File: config.mk
export PLATFORM = sky130hd
export DESIGN_NAME = keyscan_ps2
export DESIGN_NICKNAME = d
export VERILOG_FILES = /design/src/rtl/keyscan_ps2.sv
export SDC_FILE = /design/constraint.sdc
export NUM_CORES = 1
export LEC_CHECK = 0
export CORE_MARGIN = 2
export CORE_UTILIZATION = 45
export CTS_CLUSTER_DIAMETER = 80
export DETAILED_ROUTE_END_ITERATION = 8
export GPL_TIMING_DRIVEN = 0
export PLACE_DENSITY_LB_ADDON = 0.12
export SETUP_SLACK_MARGIN = 0.5
export SYNTH_ARGS = -nofsm -noshare
export SYNTH_HDL_FRONTEND = slang
export SYNTH_SLANG_ARGS = --single-unit
File: constraint.sdc
create_clock -name fastclk -period 8.25 [get_ports fastclk]
set_input_delay 0.825 -clock fastclk [delete_from_list [all_inputs] [get_ports fastclk]]
set_output_delay 0.825 -clock fastclk [all_outputs]
set_load 0.01 [all_outputs]
File: src/rtl/keyscan_ps2.sv
// Scans an 8x7 Dragon keyboard matrix, debounces it and reports key
// changes as PS/2 set-2 make/break byte sequences (device-to-host only).
module keyscan_ps2 #(
   parameter int SCAN_DWELL = 64,
   parameter int PS2_HALF   = 640,
   parameter int IDLE_CYC   = 800
) (
   input  logic       fastclk,
   input  logic       nRESET,
   output logic [7:0] col_n,
   input  logic [6:0] row_n,
   input  logic       ps2_clk_in,
   output logic       ps2_clk_oe,
   input  logic       ps2_data_in,
   output logic       ps2_data_oe,
   output logic       busy
);

   localparam logic [2:0] WAIT_IDLE = 3'd0;
   localparam logic [2:0] SETUP     = 3'd1;
   localparam logic [2:0] LOW       = 3'd2;
   localparam logic [2:0] HIGH_END  = 3'd3;
   localparam logic [2:0] GAP       = 3'd4;

   localparam int DW = $clog2(SCAN_DWELL + 1);
   localparam int HW = $clog2(PS2_HALF + 1);
   localparam int IW = $clog2(IDLE_CYC + 1);

   // Set-2 codes, one byte per key, index r*8+c from the LSB; 00 = no key.
   localparam logic [447:0] CODES = {
      64'h120000000076_6C5A, 64'h29746B72751A3522, 64'h1D2A3C2C1B2D154D,
      64'h44313A4B423B4333, 64'h342B242321321C0D, 64'h4A494E414C52463E,
      64'h3D362E25261E1645};
   localparam logic [55:0] EXT_MASK = 56'h02780000000000;

   logic       unused_data;
   assign unused_data = ps2_data_in;

   logic [6:0]    row_s1_reg, row_s2_reg;
   logic          clk_s1_reg, clk_s2_reg;
   logic [DW-1:0] dwell_reg;
   logic [2:0]    col_reg, col_next;
   logic [7:0]    col_n_reg;
   logic          last_dwell, pass_end;
   logic [55:0]   raw_reg, raw_full, last_pass_reg, stable_reg, reported_reg;
   logic [55:0]   reported_next, key_valid, diff;
   logic          pick_found;
   logic [5:0]    pick_idx;

   logic [2:0]    state_reg;
   logic          busy_reg;
   logic [5:0]    sel_idx_reg;
   logic          sel_brk_reg;
   logic [1:0]    byte_pos_reg;
   logic [3:0]    bit_idx_reg;
   logic [HW-1:0] half_cnt_reg;
   logic [IW-1:0] idle_cnt_reg;
   logic          half_end, sel_ext, last_byte, frame_bit, seq_done;
   logic [7:0]    sel_code, cur_byte;
   logic [1:0]    seq_len;

   always_ff @(posedge fastclk) begin
      if (!nRESET) begin
         row_s1_reg <= '1;
         row_s2_reg <= '1;
         clk_s1_reg <= 1'b1;
         clk_s2_reg <= 1'b1;
      end else begin
         row_s1_reg <= row_n;
         row_s2_reg <= row_s1_reg;
         clk_s1_reg <= ps2_clk_in;
         clk_s2_reg <= clk_s1_reg;
      end
   end

   assign last_dwell = (dwell_reg == DW'(SCAN_DWELL - 1));
   assign pass_end   = last_dwell && (col_reg == 3'd7);
   assign col_next   = last_dwell ? col_reg + 3'd1 : col_reg;

   genvar gi;
   generate
      for (gi = 0; gi < 56; gi++) begin : g_key
         assign key_valid[gi] = |CODES[gi*8 +: 8];
         assign raw_full[gi]  = (last_dwell && col_reg == 3'(gi % 8)) ?
                                row_s2_reg[gi / 8] : raw_reg[gi];
      end
   endgenerate

   always_ff @(posedge fastclk) begin
      if (!nRESET) begin
         dwell_reg     <= '0;
         col_reg       <= 3'd0;
         col_n_reg     <= 8'hFF;
         raw_reg       <= '1;
         last_pass_reg <= '1;
         stable_reg    <= '1;
      end else begin
         dwell_reg <= last_dwell ? '0 : dwell_reg + DW'(1);
         col_reg   <= col_next;
         col_n_reg <= ~(8'd1 << col_next);
         raw_reg   <= raw_full;
         if (pass_end) begin
            // A bit only moves when this pass and the previous one agree.
            last_pass_reg <= raw_full;
            stable_reg    <= (stable_reg & (raw_full ^ last_pass_reg)) |
                             (raw_full & ~(raw_full ^ last_pass_reg));
         end
      end
   end

   assign diff = (stable_reg ^ reported_reg) & key_valid;

   always_comb begin
      pick_found = 1'b0;
      pick_idx   = 6'd0;
      for (int i = 55; i >= 0; i--) begin
         if (diff[i]) begin
            pick_found = 1'b1;
            pick_idx   = 6'(i);
         end
      end
   end

   assign sel_code  = CODES[{sel_idx_reg, 3'b000} +: 8];
   assign sel_ext   = EXT_MASK[sel_idx_reg];
   assign seq_len   = 2'd1 + {1'b0, sel_ext} + {1'b0, sel_brk_reg};
   assign last_byte = (byte_pos_reg == seq_len - 2'd1);
   assign half_end  = (half_cnt_reg == HW'(PS2_HALF - 1));
   assign seq_done  = (state_reg == GAP) && last_byte;

   always_comb begin
      cur_byte = sel_code;
      if (sel_ext && byte_pos_reg == 2'd0)
         cur_byte = 8'hE0;
      else if (sel_brk_reg && byte_pos_reg == {1'b0, sel_ext})
         cur_byte = 8'hF0;
   end

   always_comb begin
      case (bit_idx_reg)
         4'd0:    frame_bit = 1'b0;
         4'd9:    frame_bit = ~^cur_byte;
         4'd10:   frame_bit = 1'b1;
         default: frame_bit = cur_byte[3'(bit_idx_reg - 4'd1)];
      endcase
   end

   always_comb begin
      reported_next = (reported_reg & key_valid) | (stable_reg & ~key_valid);
      if (seq_done)
         reported_next[sel_idx_reg] = sel_brk_reg;
   end

   always_ff @(posedge fastclk) begin
      if (!nRESET) begin
         state_reg    <= WAIT_IDLE;
         busy_reg     <= 1'b0;
         sel_idx_reg  <= 6'd0;
         sel_brk_reg  <= 1'b0;
         byte_pos_reg <= 2'd0;
         bit_idx_reg  <= 4'd0;
         half_cnt_reg <= '0;
         idle_cnt_reg <= '0;
         reported_reg <= '1;
      end else begin
         reported_reg <= reported_next;
         if (state_reg != WAIT_IDLE || !clk_s2_reg)
            idle_cnt_reg <= '0;
         else if (idle_cnt_reg != IW'(IDLE_CYC))
            idle_cnt_reg <= idle_cnt_reg + IW'(1);

         case (state_reg)
            WAIT_IDLE: begin
               half_cnt_reg <= '0;
               bit_idx_reg  <= 4'd0;
               if (!busy_reg && pick_found) begin
                  busy_reg     <= 1'b1;
                  sel_idx_reg  <= pick_idx;
                  sel_brk_reg  <= stable_reg[pick_idx];
                  byte_pos_reg <= 2'd0;
               end else if (busy_reg && idle_cnt_reg == IW'(IDLE_CYC)) begin
                  state_reg <= SETUP;
               end
            end
            SETUP: begin
               // The first two cycles still see our own LOW through the synchroniser.
               if (!clk_s2_reg && half_cnt_reg >= HW'(2)) begin
                  state_reg    <= WAIT_IDLE;
                  byte_pos_reg <= 2'd0;
                  half_cnt_reg <= '0;
               end else if (half_end) begin
                  state_reg    <= LOW;
                  half_cnt_reg <= '0;
               end else begin
                  half_cnt_reg <= half_cnt_reg + HW'(1);
               end
            end
            LOW: begin
               if (half_end) begin
                  half_cnt_reg <= '0;
                  if (bit_idx_reg == 4'd10) begin
                     state_reg <= HIGH_END;
                  end else begin
                     bit_idx_reg <= bit_idx_reg + 4'd1;
                     state_reg   <= SETUP;
                  end
               end else begin
                  half_cnt_reg <= half_cnt_reg + HW'(1);
               end
            end
            HIGH_END: begin
               if (half_end) begin
                  half_cnt_reg <= '0;
                  state_reg    <= GAP;
               end else begin
                  half_cnt_reg <= half_cnt_reg + HW'(1);
               end
            end
            GAP: begin
               state_reg <= WAIT_IDLE;
               if (last_byte)
                  busy_reg <= 1'b0;
               else
                  byte_pos_reg <= byte_pos_reg + 2'd1;
            end
            default: state_reg <= WAIT_IDLE;
         endcase
      end
   end

   assign col_n       = col_n_reg;
   assign busy        = busy_reg;
   assign ps2_clk_oe  = (state_reg == LOW);
   assign ps2_data_oe = (state_reg == SETUP || state_reg == LOW) && !frame_bit;

endmodule

After elaboration in Yosys (flattened, before gate mapping)
Memories as Yosys holds them, arrays and structs flattened. A register that Yosys moved wholly into a read port is not among the register bits.
Index checks and enable logic that the tools add are counted.
Storage, ports and cells
  memories: 1
  input port bits: 11
  output and inout bits: 11
  logic and storage cells: 310
  flip-flop bits (word level): 295
  ROM bits: 64
Memory list
  (name not given): words 64, bits a word 1, rd ports 1, clocked after memory_dff 1, wr ports 0, RTL line 125  | assign sel_ext = EXT_MASK[sel_idx_reg];
Cells by class
  bitwise logic cells: 9
  mux-type cells: 196
  $add $sub $neg: 10
  order comparisons: 5
  shift operators: 2
  reduce and logical (&&, ||, !) cells: 39
  equal/unequal tests: 29
Operators with widths (number)
  indexed part select 448 x 10 -> 8 bit, first input constant: 1
  two-way mux 6 bit: 54
  two-way mux 1 bit: 114
  bitwise AND 56 bit: 2
  bitwise XOR 56 bit: 2
  bitwise mux 56 bit: 1
  two-way mux 56 bit: 1
  inverter 56 bit: 1
  bitwise OR 56 x 55 -> 56 bit: 1
  bitwise OR 56 bit: 1
  case mux 10 bit (3 select lines): 1
  two-way mux 3 bit: 7
  adder 10 x 1 -> 10 bit, second input constant: 2
  == test 10 bit, second input constant: 2
  two-way mux 10 bit: 2
  logical AND 1 bit: 16
  two-way mux 8 bit: 2
  inequality test 2 bit, second input constant: 8
  == test 3 bit, second input constant: 5
  less-than comparator 6 x 7 -> 1 bit, second input constant: 2
  == test 3 x 2 -> 1 bit, second input constant: 4
  case mux 3 bit (4 select lines): 1
  greater-or-equal comparator 10 x 2 -> 1 bit, second input constant: 1
  inequality test 10 bit, second input constant: 1
  other kinds (42): 58

Logic depth before layout (Yosys ltp)
Gate-level depths: netlist of the first run.
  depth in word-level cells: 57
  gate-level depth with buffers: 14
  gate-level depth less buffers: 13

Least setup slack after synthesis of the first run
No wires, ideal clock.
  path type: flip-flop to output port
  start: reg sel_idx_reg[0]
  end: out ps2_data_oe
  path slack: 4291 ps
  path buffers: 1
  stages on the path, launching flop included: 13
  data required time: 7425 ps
  arrival: 3134 ps
  cell sequence: dfxtp_1 > clkbuf_1 > clkinv_1 > ha_1 > nor2_1 > a211oi_1 > nor3_1 > a211oi_1 > o41ai_1 > a32oi_1 > a311oi_1 > a21oi_1 > nor4_1
Between the ends
  cells in the longest elaborated chain, start to end: 8
  elaborated cells on any way between the ends: 9
  classes of those cells: shift: 1; mux: 5; reduce/logical: 3
RTL lines
  start: declaration: RTL line 52  | logic [5:0] sel_idx_reg;
  start signal: assignment: RTL line 178  | sel_idx_reg <= pick_idx;
  indexed part select 448 x 10 -> 8 bit (*): RTL line 124  | assign sel_code = CODES[{sel_idx_reg, 3'b000} +: 8];
  two-way mux 8 bit (*): RTL line 135  | else if (sel_brk_reg && byte_pos_reg == {1'b0, sel_ext})
  two-way mux 8 bit (*): RTL line 133  | if (sel_ext && byte_pos_reg == 2'd0)
  binary-select mux 1 bit (select 3 bit): RTL line 144  | default: frame_bit = cur_byte[3'(bit_idx_reg - 4'd1)];
  two-way mux 1 bit (implied by the code): RTL line 144
  case mux 1 bit (3 select lines) (*): RTL line 140  | case (bit_idx_reg)
  zero test 1 bit (*): RTL line 234  | assign ps2_data_oe = (state_reg == SETUP || state_reg == LOW) && !frame_bit;
  logical AND 1 bit (*): RTL line 234
  end: declaration: RTL line 15  | output logic ps2_data_oe,
Mark *: on every way between the ends. The rest lies on a longest branch, timed or not. The select of a mux whose other input is x is not followed.

Worst setup path after layout of the first run
Same ends and word-level chain as after synthesis.

==> impl_metrics.yaml, run 1 <==
placement:
  port_buffers: 20
  gp_congestion: 0.954
  hpwl_um: 30700
  dp.cells: 2134
final_layout:
  nFillCells: 2886
  regArea_um2: 5710
  layoutNonFillerInstCount: 2188
  area.growth.synth_to_final_pct: 12.6
  nets: 1811
  multi_input_area_um2: 7480
  layout-drive-gt1-share_pct: 4.51
  insertedDiodeCount: 0
logic_synthesis:
  syn_nets: 1758
  syn_area_per_cell_um2: 7.97
  yosys_warnings: 0
  synth-seq-cells: 285
  yosysMostFrequentCell: "dfxtp_1"
  ys_seq_area_share_pct: 41.5
  synth_top_family_by_area: "simple AND/OR/NAND/NOR gates"
  synth_edf_count: 0
  synth_xor_area_share_pct: 5.83
  ys.flop_type: "dfxtp_1"
  async_flop_share_pct: 0
  syn-instance-count: 1724
  synthMuxAreaShare_pct: 6.40
  synthTopCellsByArea: "dfxtp_1 (42%), nand2_1 (7.6%), mux2i_1 (5.8%), o21ai_0 (5.5%), a21oi_1 (4.8%)"
  synth_fa_ha_area_share_pct: 2.09
  synth-simple-area-share_pct: 23.2
  synth_top_area_cell: "dfxtp_1"
  synth-compound-area-share_pct: 16.9
  synthesis.area_um2: 13700
  synth.top_cell.area_share_pct: 41.5
  synthTopCellsByCount: "dfxtp_1 (285), nand2_1 (279), o21ai_0 (152)"
  synth_cell_type_count: 73
clock_tree:
  root_buffer: "clkbuf_16"
  ctsResizeCount: 0
  cts_tree: "yes"
  cts_hold_buf: 0
  cts_setup_buffers: 0
  cts_sinks: 285
  numCtsBuffers: 31
  clkTransAtPathRegs_ns: 0.06
  ctsLongestPathBuffers: 3
  insertion_delay_ns: 0.56
  htreeDepth: 1
drt:
  dr_total_vias: 12523
  drc: 0
  drt-pass1-iter-count: 6
  routed_wl_um: 41600
  first_iter_violations: 996
  antenna_left: 0
  viasPerCell: 5.72
  wl_per_cell_um: 19.0
timing:
  skew_ns: 0.0148
  grt_setup_unrepaired: "false"
  setup_viol: 0
  worstMarginPinSlew_ns: 1.33
  fmax_mhz: 171
  drv_slew: 0
  fin_crit_sh_pct: 70.8
  timing.setup.tns_ns: 0
  whs_ns: 0.405
  relSlewSlack_pct: 10.8
  period_minus_slack_ns: 5.84
  hold_violations: 0
floorplan:
  io_pins: 22
  start_util_pct: 46.0
  die_h_um: 179
  core_um2: 29900
  die_w_um: 179
  rows: 63
  die-area_um2: 31900
power:
  peakVddDrop_v: 0.000143
  p_leak_nw: 6.24
  power_density_nw_per_um2: 186
global_route:
  grt_antenna_before_repair: 0
  grt_pass1_wl_um: 64300
  grt.overflow.total: 0
  grt_max_degree: 15
  grt_use_total_pct: 26.0
  grt_pass1_vias: 11564
min_path:
  holdCritPathClass: "reg -> reg"
critical_path:
  start_kind: "flop"
  required_ns: 7.42
  critPathKind: "reg -> out"
  crit_fanout: 10
  crit_path_end_kind: "output pin"
  arrival_ns: 5.01
flow_run:
  drv_cap: 0
status:
  status: "finished clean"
## critical path, cell delays in order (launching register included)
cell,delay (ns)
dfxtp_1,0.45
clkbuf_1,0.45
clkinv_1,0.41
ha_1,0.51
nor2_1,0.16
a211oi_1,0.08
nor3_1,0.21
a211oi_1,0.11
o41ai_1,0.58
a32oi_1,0.22
a311oi_1,0.29
a21oi_1,0.06
nor4_1,0.31
clkdlybuf4s50_1,0.59
## kinds of logic after synthesis
family / Yosys count
compound gates: 401
flops: 285
buf+inv: 145
mux: 86
fa+ha+maj: 23
xor+xnor: 88
simple gates: 696
## path summary, 6_finish.rpt
kind                        from       endpoint  slack (ns)  cells after the start
hold / removal     row_s1_reg[4]  row_s2_reg[4]        0.40                      1
setup / recovery  sel_idx_reg[0]    ps2_data_oe        2.41                     13
hold reg to reg    row_s1_reg[4]  row_s2_reg[4]        0.40                      1
setup reg to reg            flop    sel_brk_reg        4.51                     11
## cell type report
| type | count | area share, % |
|---|---|---|
| inverters | 48 | 1.16 |
| multi-input cells | 1294 | 48.3 |
| clock inverters | 13 | 1.11 |
| well taps | 390 | 3.15 |
| clock buffers | 41 | 5.65 |
| flip-flops and latches | 285 | 36.9 |
| repair buffers | 20 | 1.29 |
| plain buffers | 97 | 2.42 |
## per-stage QoR
step | utilization, % | setup slack [ns] | power, mW | area [um^2]
6_report | 51.8 | 2.41 | 2.87 | 15500
5_1_grt | 51.8 | 2.07 | 2.95 | 15500
4_1_cts | 51.8 | 2.47 | 2.89 | 15500
3_5_place_dp | 48.3 | 3.04 | 1.48 | 14400
3_3_place_gp | 48.3 | 3.04 | 1.47 | 14400
2_1_floorplan | - | 4.29 | 1.45 | 13700
## cell usage in the layout, fill, tap and decap left out, types with 7 or more instances in the layout
cell | synthesis | routed
nor2_1 | 138 | 138
nand2b_1 | 23 | 23
ha_1 | 23 | 23
nor2b_1 | 9 | 9
xnor2_1 | 57 | 57
o21ai_0 | 152 | 152
inv_1 | 44 | 44
nand4b_1 | 7 | 7
clkbuf_1 | 86 | 90
or3_1 | 8 | 8
a211oi_1 | 9 | 9
nor4_1 | 14 | 14
nand4_1 | 20 | 20
clkdlybuf4s50_1 | 0 | 20
buf_1 | 8 | 8
a21oi_1 | 131 | 131
and3_1 | 16 | 16
clkbuf_16 | 0 | 31
dfxtp_1 | 285 | 285
nand2_1 | 279 | 279
nand3_1 | 123 | 123
clkinv_2 | 0 | 7
o22ai_1 | 26 | 26
o21a_1 | 11 | 11
nor3_1 | 29 | 29
a31oi_1 | 11 | 11
a21o_1 | 10 | 10
mux2i_1 | 80 | 80
xor2_1 | 27 | 27
## per-layer routing
layer	global-route usage [%]	vias up	wire (um)
met3	3.05	91	2420
li1	-	6110	-
met1	34.7	5921	18500
met2	43.3	401	19100
met5	0	-	0
met4	9.11	0	1590
## where the power goes
part | switching (mW) | internal (mW)
combinational | 0.0431 | 0.0163
sequential | 0.00273 | 1.38
clock | 0.564 | 0.861
Note: power is estimated with default switching activity, not from simulation.
==> run 2: changes to the inputs <==
==> constraint.sdc (replaced) <==
create_clock -name fastclk -period 5 [get_ports fastclk]
set_input_delay 0.5 -clock fastclk [delete_from_list [all_inputs] [get_ports fastclk]]
set_output_delay 0.5 -clock fastclk [all_outputs]
set_load 0.01 [all_outputs]
==> run 2 against run 1 <==
Effect of this change:
- clock skew decreased by 0.00094 ns
- critical path depth up 1
- total power up 65%
- combinational power is 65% higher
- non-clock buffer count unchanged
- global-route usage about the same
- largest power group unchanged
==> impl_metrics.yaml, run 2 (synthesized netlist as in run 1, its figures left out) <==
timing:
  worstMarginPinSlew_ns: 1.35
  skew_ns: 0.0139
  fmax_mhz: 234
  drv_slew: 0
  relSlewSlack_pct: 9.25
  grt_setup_unrepaired: "false"
  fin_crit_sh_pct: 85.6
  timing.setup.tns_ns: 0
  period_minus_slack_ns: 4.28
  hold_violations: 0
  setup_viol: 0
min_path:
  worstHoldEndpoint: "row_s2_reg[2]"
  holdCritPathClass: "reg -> reg"
  hold_depth: 1
  min_from: "row_s1_reg[2]"
critical_path:
  crit_fanout: 10
  critPathKind: "reg -> out"
  start_kind: "flop"
  crit_chain: "clkbuf_8, clkinv_2, ha_4, nor2_2, o21ai_0, o311a_1, a211oi_1, o21ai_1, mux4_2, nor3b_1, a311oi_1, a21oi_1, nor4_2, dlygate4sd2_1"
  reg2reg_slack_ns: 1.27
  r2r_end: "sel_brk_reg"
  crit_path_end_kind: "output pin"
  crit_path_top_delay_cell: "mux4_2"
  critPathLaunch: "sel_idx_reg[0]"
  crit_buf_inv: 3
  crit_family: "compound AO/OA/AOI/OAI gates"
  required_ns: 4.50
  arrival_ns: 3.78
  slowest_delay_ns: 0.52
  worstRegToRegCells: 11
placement:
  gp_congestion: 0.954
  hpwl_um: 30700
  dpl_cell_area_um2: 14400
  port_buffers: 20
status:
  status: "finished clean"
global_route:
  grt_pass1_vias: 11573
  grt.overflow.total: 0
  grt_antenna_before_repair: 0
  grt_use_total_pct: 26.0
  grt_pass1_wl_um: 64300
  grt_max_degree: 15
floorplan:
  die_h_um: 179
  die-area_um2: 31900
  io_pins: 22
  rows: 63
  core_um2: 29900
  start_util_pct: 46.0
  die_w_um: 179
final_layout:
  insertedDiodeCount: 0
  area.growth.synth_to_final_pct: 13.1
  nets: 1811
  layout-drive-gt1-share_pct: 5.34
  final_cell_mix: "dfxtp_1 (284), nand2_1 (279), o21ai_0 (149), nor2_1 (137), a21oi_1 (131)"
  final_common_cell: "dfxtp_1"
  fin_area_um2: 15500
drt:
  drt-pass1-iter-count: 8
  antenna_left: 0
  routed_wl_um: 41700
  drc: 0
  wl_per_cell_um: 19.0
  dr_total_vias: 12501
  viasPerCell: 5.71
  first_iter_violations: 938
clock_tree:
  ctsLongestPathBuffers: 3
  numCtsBuffers: 31
  cts_hold_buf: 0
  cts_sinks: 285
  insertion_delay_ns: 0.57
  clkTransAtPathRegs_ns: 0.06
  htreeDepth: 1
  cts_tree: "yes"
  root_buffer: "clkbuf_16"
flow_run:
  drv_cap: 0
power:
  power_density_nw_per_um2: 305
  p_leak_nw: 6.27
  peakVddDrop_v: 0.000236
-- run 2: cell count changes in the layout (fill, tap and decap cells not counted), moves of 2 or more --
cell	change
clkinv_1	-2
o21ai_1	+2
ha_1	-2
clkbuf_2	+3
o21ai_0	-3
a211oi_1	-2
a211oi_2	+2
clkbuf_1	-4
-- run 2: what timing repair did --
action | 4_1_cts | 5_1_grt
setup buffers | 0 | 0
setup endpoints to repair | 1 | 1
pin swaps | 1 | 2
gates resized for setup | 13 | 12
-- run 2: metal layers --
metal	part of all wire (%)	global-route usage (%)	vias to the layer above	wire (um)
met5	0	0	-	0
met4	3.9	9.18	0	1620
met3	5.5	3.07	94	2270
met2	46	43.2	376	19200
met1	45	34.7	5916	18600
li1	-	-	6115	-
-- run 2: where the power goes --
group | leakage [nW] | internal (mW) | switching, mW | total [mW]
clock network | 0.518 | 1.42 | 0.933 | 2.35
logic | 3.44 | 0.0269 | 0.0714 | 0.0983
registers | 2.31 | 2.28 | 0.00446 | 2.29
-- run 2: area by class of cell --
class / count / area [um^2]
Timing Repair Buffer: 20 / 199
Clock inverter: 13 / 171
Clock buffer: 41 / 873
Multi-Input combinational cell: 1294 / 7520
Buffer: 97 / 388
Fill cell: 2875 / 14300
Tap cell: 390 / 488
Sequential cell: 285 / 5710
Inverter: 48 / 184
-- run 2: through the flow --
| step | instances | util (%) | setup slack, ns | hold slack, ns | power (mW) |
|---|---|---|---|---|---|
| after detailed placement | 2134 | 48.3 | 0.119 | 0.392 | 2.43 |
| final | 2188 | 52.0 | 0.720 | 0.404 | 4.74 |
| after global placement | 2134 | 48.3 | 0.114 | 0.387 | 2.43 |
| after global routing | 2188 | 52.0 | 0.538 | 0.422 | 4.87 |
| after floorplan | 1724 | - | 1.37 | 0.386 | 2.39 |
| after CTS | 2188 | 51.9 | 0.642 | 0.407 | 4.77 |
-- run 2: how the worst max path moves through the flow --
stage,endpoint,cells after the start
finish,ps2_data_oe,14
global route,ps2_data_oe,14
CTS,ps2_data_oe,13
detailed placement,ps2_data_oe,13
global placement,ps2_data_oe,13
floorplan,ps2_data_oe,12
==> run 3: changes to the inputs <==
--- a/config.mk
+++ b/config.mk
@@ -5,7 +5,7 @@
 export SDC_FILE = /design/constraint.sdc
 export NUM_CORES = 1
 export LEC_CHECK = 0
-export CORE_MARGIN = 2
+export CORE_MARGIN = 4
 export CORE_UTILIZATION = 45
 export CTS_CLUSTER_DIAMETER = 80
 export DETAILED_ROUTE_END_ITERATION = 8
==> run 3 against run 2 <==
Effect of this change:
- count of clock-buffer cells in the layout grew 1
- design area grew 0.23%
- die area grew 4.5%
- register-to-register slack lost 0.05 ns
- combinational power shrank 0.9%
- first-iteration DRC count grew 5.5%
- critical path type unchanged
==> impl_metrics.yaml, run 3 (synthesized netlist as in run 1, its figures left out) <==
final_layout:
  fin_area_um2: 15600
  utilization_pct: 52.1
  nets: 1811
  final_cell_mix: "dfxtp_1 (283), nand2_1 (279), o21ai_0 (149), nor2_1 (138), a21oi_1 (131)"
  layoutNonFillerInstCount: 2192
  area.growth.synth_to_final_pct: 13.3
  final_common_cell: "dfxtp_1"
  layout-drive-gt1-share_pct: 5.44
  insertedDiodeCount: 0
floorplan:
  io_pins: 22
  rows: 63
  die_w_um: 183
  core_um2: 29900
  die_h_um: 183
  die-area_um2: 33400
  start_util_pct: 46.0
drt:
  wl_per_cell_um: 19.3
  drt-pass1-iter-count: 5
  viasPerCell: 5.70
  routed_wl_um: 42200
  drc: 0
  dr_total_vias: 12505
  first_iter_violations: 990
  antenna_left: 0
power:
  p_leak_nw: 6.28
  power_density_nw_per_um2: 306
  peakVddDrop_v: 0.000252
global_route:
  grt_pass1_wl_um: 66000
  grt.overflow.total: 0
  grt_use_met3_pct: 2.73
  grt_max_degree: 17
  grt_pass1_vias: 11747
  grt_antenna_before_repair: 0
  grt_use_total_pct: 24.6
  grt_use_met2_pct: 41.4
  grt_use_met1_pct: 33.4
  top_usage_layer: "met2"
critical_path:
  crit_fanout: 10
  crit_path_top_delay_cell: "mux4_2"
  reg2reg_slack_ns: 1.22
  crit_chain: "clkbuf_8, clkinv_2, ha_1, nor2b_1, o21ai_0, o211ai_1, a21oi_1, o21ai_0, mux4_2, nor3b_1, a311oi_1, a21oi_1, nor4_1, dlygate4sd2_1"
  start_kind: "flop"
  crit_family: "compound AO/OA/AOI/OAI gates"
  crit_path_end_kind: "output pin"
  cp.depth: 14
  required_ns: 4.50
  r2r_start: "reported_reg[47]"
  r2r_end: "sel_brk_reg"
  crit_buf_inv: 3
  slowest_delay_ns: 0.51
  worstRegToRegCells: 11
  arrival_ns: 3.78
  critPathKind: "reg -> out"
status:
  status: "finished clean"
clock_tree:
  insertion_delay_ns: 0.58
  ctsLongestPathBuffers: 3
  htreeDepth: 1
  root_buffer: "clkbuf_16"
  cts_tree: "yes"
  clkTransAtPathRegs_ns: 0.06
  numCtsBuffers: 31
  cts_setup_buffers: 0
  cts_hold_buf: 0
  cts_sinks: 285
placement:
  hpwl_um: 30900
  dp.cells: 2134
  dpl_cell_area_um2: 14400
  gp_congestion: 0.961
  port_buffers: 20
timing:
  relSlewSlack_pct: 7.22
  worstMarginPinSlew_ns: 1.38
  fmax_mhz: 233
  setup_viol: 0
  skew_ns: 0.0201
  hold_violations: 0
  period_minus_slack_ns: 4.28
  drv_slew: 0
  fin_crit_sh_pct: 85.7
  timing.setup.tns_ns: 0
  whs_ns: 0.403
  grt_setup_unrepaired: "false"
min_path:
  holdCritPathClass: "reg -> reg"
  worstHoldEndpoint: "row_s2_reg[6]"
  hold_depth: 1
  min_from: "row_s1_reg[6]"
flow_run:
  drv_cap: 0
==> run 3: cell count changes in the layout (fill, tap and decap cells not counted), sizes merged <==
cell / previous run / this run
clkbuf: 127 / 128
clkinv: 10 / 11
clkinvlp: 1 / 4
inv: 46 / 45
==> run 3: layout make-up <==
class,instances,area (um^2)
Buffer,97,389
Clock buffer,42,867
Clock inverter,16,213
Fill cell,2858,14300
Inverter,48,186
Multi-Input combinational cell,1294,7520
Sequential cell,285,5710
Tap cell,390,488
Timing Repair Buffer,20,199
==> run 3: stage by stage <==
step / setup slack (ns) / power [mW]
after floorplan: 1.37 / 2.39
after global placement: 0.188 / 2.43
after detailed placement: 0.202 / 2.43
after CTS: 0.697 / 4.81
after global routing: 0.501 / 4.90
final: 0.717 / 4.77
==> run 3: worst max-delay path by stage <==
stage / slack (ns) / to / from
2_1_floorplan: 1.37 / ps2_data_oe / sel_idx_reg[0]
3_3_place_gp: 0.19 / ps2_data_oe / sel_idx_reg[0]
3_5_place_dp: 0.20 / ps2_data_oe / sel_idx_reg[0]
4_1_cts: 0.70 / ps2_data_oe / sel_idx_reg[0]
5_1_grt: 0.50 / ps2_data_oe / sel_idx_reg[0]
6_report: 0.72 / ps2_data_oe / sel_idx_reg[0]
==> run 3: worst reg2reg max path, delay by kind of cell, from the launching register on <==
kind | cells | cell delay (ns)
DFF | 1 | 0.48
buffers and inverters | 1 | 0.44
xor gates and xnor gates | 1 | 0.13
and+or+nand+nor | 2 | 0.89
AOI/OAI and AO/OA | 7 | 1.71
==> run 3: routing by layer <==
| layer | routed length [um] | up-vias |
|---|---|---|
| li1 | - | 6125 |
| met1 | 19000 | 5924 |
| met2 | 19600 | 381 |
| met3 | 2170 | 75 |
| met4 | 1410 | 0 |
| met5 | 0 | - |
==> run 3: power by group <==
| part | total [mW] | internal [mW] | leakage [nW] | switching, mW |
|---|---|---|---|---|
| clock network | 2.38 | 1.43 | 0.520 | 0.956 |
| logic | 0.0974 | 0.0266 | 3.45 | 0.0708 |
| registers | 2.29 | 2.28 | 2.31 | 0.00449 |
==> run 3: what timing repair did <==
action	in CTS	in global routing
endpoints found under the setup margin	1	1
gates resized for setup	15	11
pin swaps	1	1
